$ cat src/rtl/muldiv_pkg.sv
// Shared types for the EX-stage iterative multiply/divide sequencer.
// Op encodings match the RV32M funct3 field.
package muldiv_pkg;

  localparam logic [6:0] MD_FUNCT7 = 7'b0000001;

  typedef enum logic [2:0] {
    OP_MUL    = 3'b000,
    OP_MULH   = 3'b001,
    OP_MULHSU = 3'b010,
    OP_MULHU  = 3'b011,
    OP_DIV    = 3'b100,
    OP_DIVU   = 3'b101,
    OP_REM    = 3'b110,
    OP_REMU   = 3'b111
  } md_op_e;

  typedef enum logic [1:0] {
    IDLE,
    CALC,
    DONE
  } md_state_e;

  function automatic logic op_a_signed(input md_op_e op);
    return (op == OP_MULH) || (op == OP_MULHSU) || (op == OP_DIV) || (op == OP_REM);
  endfunction

  function automatic logic op_b_signed(input md_op_e op);
    return (op == OP_MULH) || (op == OP_DIV) || (op == OP_REM);
  endfunction

endpackage

$ cat src/rtl/muldiv_iter_core.sv
// Unsigned shift-add multiplier / restoring divider, one bit per enabled step.
// Exposes the post-step values so the owner can capture the final result on the last step.
module muldiv_iter_core #(
  parameter int XLEN = 32
) (
  input  logic              clk,
  input  logic              rst_n,
  input  logic              i_load,
  input  logic              i_step,
  input  logic              i_is_div,
  input  logic [XLEN-1:0]   i_op_x,
  input  logic [XLEN-1:0]   i_op_y,
  output logic [2*XLEN-1:0] o_acc_nxt,
  output logic [XLEN-1:0]   o_rem_nxt
);

  logic [2*XLEN-1:0] r_acc;
  logic [XLEN-1:0]   r_rem;
  logic [XLEN-1:0]   r_opx;

  logic [XLEN:0]     w_sum;
  logic [XLEN:0]     w_shift;
  logic [XLEN-1:0]   w_diff;
  logic              w_ge;
  logic [2*XLEN-1:0] w_acc_nxt;
  logic [XLEN-1:0]   w_rem_nxt;

  // Multiply keeps the partial product in the upper half and shifts the multiplier out of the lower half.
  assign w_sum   = {1'b0, r_acc[2*XLEN-1:XLEN]} + (r_acc[0] ? {1'b0, r_opx} : {(XLEN+1){1'b0}});
  // Divide shifts the dividend MSB into the remainder; the low XLEN bits of the difference are exact when w_ge.
  assign w_shift = {r_rem, r_acc[XLEN-1]};
  assign w_ge    = (w_shift >= {1'b0, r_opx});
  assign w_diff  = w_shift[XLEN-1:0] - r_opx;

  always_comb begin
    w_acc_nxt = r_acc;
    w_rem_nxt = r_rem;
    if (i_is_div) begin
      w_acc_nxt = {r_acc[2*XLEN-1:XLEN], r_acc[XLEN-2:0], w_ge};
      w_rem_nxt = w_ge ? w_diff : w_shift[XLEN-1:0];
    end else begin
      w_acc_nxt = {w_sum, r_acc[XLEN-1:1]};
    end
  end

  always_ff @(posedge clk or negedge rst_n) begin
    if (!rst_n) begin
      r_acc <= '0;
      r_rem <= '0;
      r_opx <= '0;
    end else if (i_load) begin
      r_acc <= {{XLEN{1'b0}}, i_op_y};
      r_rem <= '0;
      r_opx <= i_op_x;
    end else if (i_step) begin
      r_acc <= w_acc_nxt;
      r_rem <= w_rem_nxt;
    end
  end

  assign o_acc_nxt = w_acc_nxt;
  assign o_rem_nxt = w_rem_nxt;

endmodule

$ cat src/rtl/ex_muldiv_sequencer.sv
// EX-stage RV32M sequencer: stalls the pipeline while an M-op iterates, then presents the result.
// Division by zero and signed overflow bypass the iteration and complete on the next cycle.
module ex_muldiv_sequencer
  import muldiv_pkg::*;
#(
  parameter int XLEN = 32
) (
  input  logic            clk,
  input  logic            rst_n,
  input  logic            md_start,
  input  logic [2:0]      md_funct3,
  input  logic [XLEN-1:0] md_a,
  input  logic [XLEN-1:0] md_b,
  input  logic            flush,
  input  logic            hold,
  output logic            md_stall,
  output logic            md_valid,
  output logic [XLEN-1:0] md_result
);

  localparam int CW = $clog2(XLEN);

  md_state_e       r_state;
  md_op_e          r_op;
  logic            r_neg;
  logic [CW-1:0]   r_count;
  logic            r_valid;
  logic [XLEN-1:0] r_result;

  md_op_e            w_op;
  logic              w_sa;
  logic              w_sb;
  logic [XLEN-1:0]   w_abs_a;
  logic [XLEN-1:0]   w_abs_b;
  logic              w_is_div;
  logic              w_neg_start;
  logic              w_div_zero;
  logic              w_ovf;
  logic [XLEN-1:0]   w_fast_result;
  logic              w_accept;
  logic              w_step;
  logic [2*XLEN-1:0] w_acc_nxt;
  logic [XLEN-1:0]   w_rem_nxt;
  logic [2*XLEN-1:0] w_prod_fix;
  logic [XLEN-1:0]   w_quot_fix;
  logic [XLEN-1:0]   w_rem_fix;
  logic [XLEN-1:0]   w_final;

  assign w_op     = md_op_e'(md_funct3);
  assign w_is_div = md_funct3[2];
  assign w_sa     = op_a_signed(w_op) & md_a[XLEN-1];
  assign w_sb     = op_b_signed(w_op) & md_b[XLEN-1];
  assign w_abs_a  = w_sa ? (~md_a + 1'b1) : md_a;
  assign w_abs_b  = w_sb ? (~md_b + 1'b1) : md_b;

  // Remainder follows the dividend's sign; every other signed result is negative when exactly one operand is.
  assign w_neg_start = (w_op == OP_REM) ? w_sa : (w_sa ^ w_sb);

  assign w_div_zero    = w_is_div && (md_b == '0);
  assign w_ovf         = ((w_op == OP_DIV) || (w_op == OP_REM)) &&
                         (md_a == {1'b1, {(XLEN-1){1'b0}}}) && (md_b == '1);
  assign w_fast_result = w_div_zero ? (md_funct3[1] ? md_a : '1)
                                    : (md_funct3[1] ? '0 : md_a);

  assign w_accept = (r_state == IDLE) && md_start && !flush;
  assign w_step   = (r_state == CALC) && !flush;

  muldiv_iter_core #(.XLEN(XLEN)) u_core (
    .clk       (clk),
    .rst_n     (rst_n),
    .i_load    (w_accept),
    .i_step    (w_step),
    .i_is_div  (r_op[2]),
    .i_op_x    (w_is_div ? w_abs_b : w_abs_a),
    .i_op_y    (w_is_div ? w_abs_a : w_abs_b),
    .o_acc_nxt (w_acc_nxt),
    .o_rem_nxt (w_rem_nxt)
  );

  assign w_prod_fix = r_neg ? (~w_acc_nxt + 1'b1) : w_acc_nxt;
  assign w_quot_fix = r_neg ? (~w_acc_nxt[XLEN-1:0] + 1'b1) : w_acc_nxt[XLEN-1:0];
  assign w_rem_fix  = r_neg ? (~w_rem_nxt + 1'b1) : w_rem_nxt;

  always_comb begin
    w_final = '0;
    case (r_op)
      OP_MUL:                       w_final = w_prod_fix[XLEN-1:0];
      OP_MULH, OP_MULHSU, OP_MULHU: w_final = w_prod_fix[2*XLEN-1:XLEN];
      OP_DIV, OP_DIVU:              w_final = w_quot_fix;
      OP_REM, OP_REMU:              w_final = w_rem_fix;
      default:                      w_final = '0;
    endcase
  end

  assign md_stall = !flush && (((r_state == IDLE) && md_start) || (r_state == CALC));

  // Flush overrides everything, including a start in the same cycle.
  always_ff @(posedge clk or negedge rst_n) begin
    if (!rst_n) begin
      r_state  <= IDLE;
      r_op     <= OP_MUL;
      r_neg    <= 1'b0;
      r_count  <= '0;
      r_valid  <= 1'b0;
      r_result <= '0;
    end else if (flush) begin
      r_state <= IDLE;
      r_valid <= 1'b0;
    end else begin
      case (r_state)
        IDLE: begin
          if (md_start) begin
            r_op  <= w_op;
            r_neg <= w_neg_start;
            if (w_div_zero || w_ovf) begin
              r_result <= w_fast_result;
              r_valid  <= 1'b1;
              r_state  <= DONE;
            end else begin
              r_count <= CW'(XLEN-1);
              r_state <= CALC;
            end
          end
        end
        CALC: begin
          if (r_count == '0) begin
            r_result <= w_final;
            r_valid  <= 1'b1;
            r_state  <= DONE;
          end else begin
            r_count <= r_count - 1'b1;
          end
        end
        DONE: begin
          if (!hold) begin
            r_valid <= 1'b0;
            r_state <= IDLE;
          end
        end
        default: begin
          r_valid <= 1'b0;
          r_state <= IDLE;
        end
      endcase
    end
  end

  assign md_valid  = r_valid;
  assign md_result = r_result;

endmodule

$ cat config.mk
export PLATFORM = sky130hd
export DESIGN_NAME = ex_muldiv_sequencer
export DESIGN_NICKNAME = d
export VERILOG_FILES = /design/src/rtl/muldiv_pkg.sv /design/src/rtl/muldiv_iter_core.sv /design/src/rtl/ex_muldiv_sequencer.sv
export SDC_FILE = /design/constraint.sdc
export NUM_CORES = 1
export LEC_CHECK = 0
export CAP_MARGIN = 10
export CORE_AREA = 2 2 219 221
export CTS_CLUSTER_SIZE = 40
export DETAILED_ROUTE_END_ITERATION = 8
export DIE_AREA = 0 0 221 223
export SYNTH_ARGS = -nofsm -noshare
export SYNTH_HDL_FRONTEND = slang
export SYNTH_SLANG_ARGS = --single-unit
$ cat constraint.sdc
create_clock -name clk -period 12.1 [get_ports clk]
set_input_delay 2.42 -clock clk [delete_from_list [all_inputs] [get_ports clk]]
set_output_delay 2.42 -clock clk [all_outputs]
set_load 0.005 [all_outputs]
; ---- Yosys cells after proc, flatten, opt, wreduce, memory -nomap -nowiden
; Cells that the tools add are included.
[word_totals]
register_bits = 172
latchBits = 0
ram_bits = 0
rom_bits = 0
input_bits = 72
output_inout_bits = 34
wordCells = 121
memories = 0
[op_classes]
n_addsub = 8
mul = 0
div = 0
n_lt_le_gt_ge = 1
n_eq_ne = 24
shift = 0
mux = 40
n_bitwise = 9
n_reduce_logical = 30
[ops]
columns = operator, count
row1 = 2-to-1 mux 32 bit, 17
row2 = 2-to-1 mux 64 bit, 4
row3 = "adder 32 x 1 -> 32 bit, second input constant", 4
row4 = inverter 32 bit, 4
row5 = case mux 32 bit (4 select lines), 1
row6 = "adder 64 x 1 -> 64 bit, second input constant", 1
row7 = "equality test 32 bit, second input constant", 2
row8 = inverter 64 bit, 1
row9 = case mux 32 bit (2 select lines), 1
row10 = adder 32 x 33 -> 33 bit, 1
row11 = greater-or-equal comparator 33 x 32 -> 1 bit, 1
row12 = zero test 32 bit, 1
row13 = subtractor 32 bit, 1
row14 = "equality test 3 bit, second input constant", 6
row15 = 2-to-1 mux 5 bit, 3
row16 = 2-to-1 mux 2 bit, 5
row17 = case mux 5 bit (2 select lines), 1
row18 = AND reduction 5 bit, 2
row19 = "equality test 3 x 2 -> 1 bit, second input constant", 3
row20 = logical OR 1 bit, 8
row21 = logical AND 1 bit, 7
row22 = "equality test 3 x 1 -> 1 bit, second input constant", 2
row23 = 2-to-1 mux 1 bit, 6
row24 = "inequality test 2 bit, second input constant", 3
row25 = 20 further kinds, 27

; ---- Depth between registers and ports, before layout
[depth]
depth_word = 9
mapped_depth = 21
depth_no_buf = 18

; ---- By module
; Synthesis repeated with hierarchy kept, for this count alone.
[unflattened]
hier_cells = 2404
hier_area_um2 = 18642.9
[by_module_without_submodules]
columns = mod, instances, cells_per_inst, area_each_um2, seq_area_each_um2
row1 = muldiv_iter_core, 1, 1316, 10652.7, 3203.1
row2 = ex_muldiv_sequencer, 1, 1088, 7990.2, 1101.1

; ---- Worst setup path after synthesis
; No wires, ideal clock.
[synth_timing]
path_kind = input to register
from = in md_b[27]
to = reg r_result[18], in the netlist md_result[18]
setup_ns = 0.127
t_arrival_ns = 5.755
required_ns = 11.973
slack_ns = 6.218
path_stages = 12
cell_sequence = or4_1 > or3_1 > or4_1 > nor4_2 > a31oi_1 > or3_1 > a21o_1 > nor2_1 > clkbuf_1 > o221ai_1 > a41oi_1 > a21oi_1
[synth_between]
elab_chain_cells = 6
word_cells_on_any_way = 11
classes_between = 2 x eq/ne / 4 x mux / 5 x reduce/logical
[synth_lines]
columns = element, line
row1 = from (decl), ex_muldiv_sequencer.sv:13  ; input logic [XLEN-1:0] md_b,
row2 = zero test 32 bit, ex_muldiv_sequencer.sv:59  ; assign w_div_zero = w_is_div && (md_b == '0);
row3 = logical AND 1 bit, ex_muldiv_sequencer.sv:59
row4 = 2-to-1 mux 32 bit, ex_muldiv_sequencer.sv:62  ; assign w_fast_result = w_div_zero ? (md_funct3[1] ? md_a : '1)
row5 = 2-to-1 mux 32 bit, ex_muldiv_sequencer.sv:115  ; if (w_div_zero || w_ovf) begin
row6 = 2-to-1 mux 32 bit, ex_muldiv_sequencer.sv:112  ; if (md_start) begin
row7 = case mux 32 bit (2 select lines), ex_muldiv_sequencer.sv:110  ; case (r_state)
row8 = to (signal assigned), ex_muldiv_sequencer.sv:116  ; r_result <= w_fast_result;
row9 = to (signal assigned), ex_muldiv_sequencer.sv:127  ; r_result <= w_final;
row10 = to (decl), ex_muldiv_sequencer.sv:28  ; logic [XLEN-1:0] r_result;
; Parallel ways exist; a longest one is shown, timed or not. The select of a mux whose other input is x is not followed.
; A chain may end at the register's enable or synchronous reset.

; ---- Worst setup path in the final report
[layout_timing]
from = in flush
to = out md_stall
[layout_between]
elab_chain_cells = 2
[layout_lines]
columns = element, line
row1 = from (decl), ex_muldiv_sequencer.sv:14  ; input logic flush,
row2 = zero test 1 bit, ex_muldiv_sequencer.sv:95  ; assign md_stall = !flush && (((r_state == IDLE) && md_start) || (r_state == CALC));
row3 = logical AND 1 bit, ex_muldiv_sequencer.sv:95
row4 = to (decl), ex_muldiv_sequencer.sv:16  ; output logic md_stall,
; Every way passes these cells.

==> flow_results.xml <==
<?xml version="1.0" encoding="UTF-8"?>
<metrics>
  <group name="grt">
    <metric name="grt_antenna_before_repair" unit="">1</metric>
    <metric name="grt_remaining_overflow" unit="">0</metric>
    <metric name="wire_length_of_the_first_global_routing_pass" unit="µm">117600</metric>
    <metric name="grt_pass1_vias" unit="">18590</metric>
    <metric name="global_route.usage.total" unit="%">30.99</metric>
    <metric name="grt_start_max_net_pins" unit="">143</metric>
  </group>
  <group name="timing">
    <metric name="timing.setup.tns" unit="ns">0</metric>
    <metric name="fin_crit_share" unit="%">61.55</metric>
    <metric name="fin_skew" unit="ns">0.01167</metric>
    <metric name="final_critical_path_setup_slack" unit="ns">4.652</metric>
    <metric name="final_count_of_pins_violating_max_slew" unit="">0</metric>
    <metric name="slew_headroom" unit="%">20.88</metric>
    <metric name="tightest_slew" unit="ns">1.187</metric>
    <metric name="hold_viol" unit="">0</metric>
    <metric name="period_minus_slack" unit="ns">7.448</metric>
    <metric name="finalSetupViolCount" unit="">0</metric>
    <metric name="rsz0062_at_grt" unit="">false</metric>
    <metric name="maxClockFrequency" unit="MHz">134.3</metric>
  </group>
  <group name="synth">
    <metric name="post_synth_and_or_nand_nor_area_fraction" unit="%">24.69</metric>
    <metric name="mappedNetlistNets" unit="">2648</metric>
    <metric name="synth_flop_cell" unit="">sky130_fd_sc_hd__dfrtp_1</metric>
    <metric name="syn_avg_cell_area" unit="µm²">7.426</metric>
    <metric name="synth_compound_area_share" unit="%">29.48</metric>
    <metric name="yosys.area_share.adder" unit="%">6.611</metric>
    <metric name="register_bit_total_from_synthesis" unit="">172</metric>
    <metric name="dominant_combinational_cell_family_by_area_after_synthesis" unit="">compound AO/OA/AOI/OAI gates</metric>
    <metric name="number_of_flops_mapped_to_enable_cells_by_yosys" unit="">0</metric>
    <metric name="syn-cell-area" unit="mm²">0.01859</metric>
    <metric name="ys_seq_area_share" unit="%">23.16</metric>
    <metric name="synth-xor-area-share" unit="%">7.445</metric>
    <metric name="asyncSetResetFlopFracSynth" unit="%">100.0</metric>
    <metric name="muxShareOfSynthArea" unit="%">3.225</metric>
    <metric name="netlist_instances" unit="">2503</metric>
    <metric name="yosysUniqueCellTypes" unit="">97</metric>
    <metric name="yosysWarnings" unit="">0</metric>
  </group>
  <group name="routing">
    <metric name="routedWlPerCell" unit="µm">25.32</metric>
    <metric name="highest_layer" unit="">met4</metric>
    <metric name="met3_wire_len" unit="µm">5914</metric>
    <metric name="route.vias.total" unit="">20090</metric>
    <metric name="wl_met1" unit="µm">33530</metric>
    <metric name="detail_route.iter0.violations" unit="">2696</metric>
    <metric name="drt_drc" unit="">0</metric>
    <metric name="dr_wl_met2" unit="µm">35030</metric>
    <metric name="route.detailed.vias_per_inst" unit="">6.470</metric>
    <metric name="finalWirelength" unit="µm">78610</metric>
    <metric name="antenna_violating_nets_post_route" unit="">0</metric>
    <metric name="detail_route.first_pass.iterations" unit="">6</metric>
  </group>
  <group name="setup_path">
    <metric name="critPathMaxFanout" unit="">82</metric>
    <metric name="setup.worst_path.start_class" unit="">input pin</metric>
    <metric name="crit_type" unit="">input pin to output pin</metric>
    <metric name="crit_path_max_incr_delay" unit="ns">0.69</metric>
    <metric name="crit_slowest_cell" unit="">sky130_fd_sc_hd__buf_4</metric>
    <metric name="timing.critical_path.required" unit="ns">9.68</metric>
    <metric name="cp_cell_sequence" unit="">clkdlybuf4s50_1 -&gt; nor2_4 -&gt; buf_4 -&gt; nor2_4 -&gt; buf_4 -&gt; inv_1 -&gt; clkdlybuf4s50_1</metric>
    <metric name="regToRegStartpoint" unit="">u_core.r_opx[22]</metric>
    <metric name="crit_path_dat" unit="ns">5.03</metric>
    <metric name="critical_path.startpoint" unit="">flush</metric>
    <metric name="crit_path_end_kind" unit="">output pin</metric>
  </group>
  <group name="placed_design">
    <metric name="gp_routability_congestion" unit="">1.038</metric>
    <metric name="place_worst_setup_slack" unit="ns">4.559</metric>
    <metric name="placement.io_buffers" unit="">105</metric>
    <metric name="place.detailed.hpwl" unit="µm">60660</metric>
  </group>
  <group name="floorplan">
    <metric name="fp.coreArea" unit="mm²">0.04715</metric>
    <metric name="rows" unit="">80</metric>
    <metric name="fp.dieH" unit="µm">223</metric>
    <metric name="boundaryPins" unit="">106</metric>
    <metric name="floorplan.die_area" unit="mm²">0.04928</metric>
    <metric name="die_w" unit="µm">221</metric>
    <metric name="initial_utilization" unit="%">39.42</metric>
  </group>
  <group name="final_layout">
    <metric name="multi_input_area" unit="mm²">0.01331</metric>
    <metric name="finish.net_count" unit="">2623</metric>
    <metric name="final.fill_count" unit="">4801</metric>
    <metric name="syn2layout_area_growth" unit="%">10.14</metric>
    <metric name="drive_above_1_share" unit="%">4.500</metric>
    <metric name="seqCellArea" unit="mm²">0.004309</metric>
  </group>
  <group name="clocking">
    <metric name="total_clock_buffers_created_by_cts" unit="">17</metric>
    <metric name="hold_buffers" unit="">0</metric>
    <metric name="clock_tree.htree_level_count" unit="">4</metric>
    <metric name="tritoncts_clock_tree" unit="">done</metric>
    <metric name="clk_pin_slew" unit="ns">0.07</metric>
    <metric name="clock_latency" unit="ns">0.47</metric>
    <metric name="numClockSinks" unit="">172</metric>
    <metric name="cts_post_setup_buffers_inserted" unit="">0</metric>
    <metric name="cts_resized" unit="">0</metric>
    <metric name="clock_tree.buffer_depth" unit="">2</metric>
    <metric name="cts_root_buf" unit="">sky130_fd_sc_hd__clkbuf_16</metric>
  </group>
  <group name="power">
    <metric name="switching_share" unit="%">57.29</metric>
    <metric name="share_seq_of_total_power" unit="%">19.7</metric>
    <metric name="logic_gate_share_of_total_power" unit="%">69.9</metric>
    <metric name="power.density" unit="mW/mm²">263.9</metric>
    <metric name="internal_power" unit="mW">2.307</metric>
    <metric name="total_switching_power" unit="mW">3.094</metric>
    <metric name="clkPwrFrac" unit="%">10.4</metric>
    <metric name="cellLeakagePower" unit="nW">8.052</metric>
    <metric name="ir_drop" unit="mV">0.1295</metric>
  </group>
  <group name="outcome">
    <metric name="status" unit="">finished, final reports clean</metric>
  </group>
  <group name="worst_hold_path">
    <metric name="hold_start" unit="">md_result[2]</metric>
    <metric name="hold_path_class" unit="">flop to flop</metric>
  </group>
  <group name="run">
    <metric name="cap_viol_max_count" unit="">0</metric>
  </group>
</metrics>
## cell usage in the layout, fill, tap and decap left out, types with 54 or more instances in the layout
| cell | n |
|---|---|
| sky130_fd_sc_hd__nand3_1 | 54 |
| sky130_fd_sc_hd__o211ai_1 | 61 |
| sky130_fd_sc_hd__xor2_1 | 64 |
| sky130_fd_sc_hd__clkdlybuf4s50_1 | 103 |
| sky130_fd_sc_hd__nor3_1 | 73 |
| sky130_fd_sc_hd__nor2_1 | 190 |
| sky130_fd_sc_hd__nand2_1 | 299 |
| sky130_fd_sc_hd__ha_1 | 71 |
| sky130_fd_sc_hd__dfrtp_1 | 170 |
| sky130_fd_sc_hd__inv_1 | 79 |
| sky130_fd_sc_hd__o21ai_0 | 254 |
| sky130_fd_sc_hd__xnor2_1 | 94 |
| sky130_fd_sc_hd__a21oi_1 | 165 |
## cells in the mapped netlist, types with 30 or more instances
cell type,n,area [µm²]
sky130_fd_sc_hd__maj3_1,30,300.3
sky130_fd_sc_hd__o21ai_0,255,1276
sky130_fd_sc_hd__mux2i_1,52,520.5
sky130_fd_sc_hd__clkbuf_1,124,465.5
sky130_fd_sc_hd__a21oi_1,165,825.8
sky130_fd_sc_hd__a31oi_1,31,193.9
sky130_fd_sc_hd__inv_1,80,300.3
sky130_fd_sc_hd__nor3_1,74,370.4
sky130_fd_sc_hd__nor2_1,193,724.4
sky130_fd_sc_hd__o211ai_1,61,457.9
sky130_fd_sc_hd__a21o_1,38,285.3
sky130_fd_sc_hd__nand2_1,300,1126
sky130_fd_sc_hd__ha_1,71,888.4
sky130_fd_sc_hd__dfrtp_1,172,4304
sky130_fd_sc_hd__and2_1,50,312.8
sky130_fd_sc_hd__xor2_1,64,560.5
sky130_fd_sc_hd__o31ai_1,33,247.7
sky130_fd_sc_hd__nand3_1,54,270.3
sky130_fd_sc_hd__nand4_1,39,244.0
sky130_fd_sc_hd__or3_1,35,219.0
sky130_fd_sc_hd__xnor2_1,94,823.3
## layer usage
layer / track usage [%] / up-vias
met1: 42.21 / 9730
met5: 0 / -
li1: - / 9219
met2: 48.89 / 991
met4: 15.50 / 0
met3: 3.253 / 148
## flip-flops by register name (all words and copies together), names as in the netlist
name          count
md_result        32
u_core.r_acc     64
r_neg             1
r_state           2
r_op              3
u_core.r_opx     32
md_valid          1
r_count           5
u_core.r_rem     32
## per-stage QoR
stage / area, µm² / hold slack, ns / util, % / std cells / total power, mW
floorplan: 18590 / 0.4550 / - / 2503 / 3.513
global placement: 19900 / 0.4743 / 42.21 / 3073 / 4.667
detailed placement: 19900 / 0.4738 / 42.21 / 3073 / 4.701
CTS: 20460 / 0.4894 / 43.40 / 3103 / 5.278
global route: 20470 / 0.5045 / 43.42 / 3104 / 5.710
finish: 20470 / 0.4890 / 43.42 / 3105 / 5.402
## path summary, 6_finish.rpt
| kind | endpoint | slack (ns) | cells past startpoint |
|---|---|---|---|
| min in group asynchronous | u_core.r_rem[31] | 1.91 | 1 |
| hold reg to reg | md_result[2] | 0.49 | 2 |
| hold / removal | md_result[2] | 0.49 | 2 |
| max in group asynchronous | r_op[2] | 8.14 | 3 |
| setup / recovery | md_stall | 4.65 | 7 |
| setup reg to reg | md_result[30] | 5.38 | 19 |
## area by class of cell
cell class / instances / area share (%)
Timing Repair Buffer: 125 / 5.923
Antenna cell: 1 / 0.01222
Multi-Input combinational cell: 2082 / 65.04
Inverter: 80 / 1.467
Clock inverter: 11 / 0.5379
Clock buffer: 19 / 2.213
Tap cell: 615 / 3.759
Sequential cell: 172 / 21.05
## power by group through the flow
stage	combinational (mW)	clock [mW]	sequential (mW)
after global routing	4.05	0.582	1.08
after CTS	3.67	0.562	1.05
after detailed placement	3.64	0	1.06
after global placement	3.61	0	1.05
after floorplan	2.61	0	0.907
final	3.78	0.560	1.07
## kinds of logic (layout without fill, tap and decap cells)
group / count (synthesis) / in the layout
muxes: 59 / 59
buffers and inverters: 249 / 235
other: 0 / 1
adders and majority gates: 103 / 103
DFF: 172 / 172
and+or+nand+nor: 922 / 922
AOI/OAI and AO/OA: 840 / 840
xor gates and xnor gates: 158 / 158
## critical path, delay by kind of cell
kind | cells | cell delay (ns)
buffers and inverters | 5 | 2.36
AND/OR/NAND/NOR | 2 | 0.17
No activity file was read; power rests on OpenSTA's default activity.
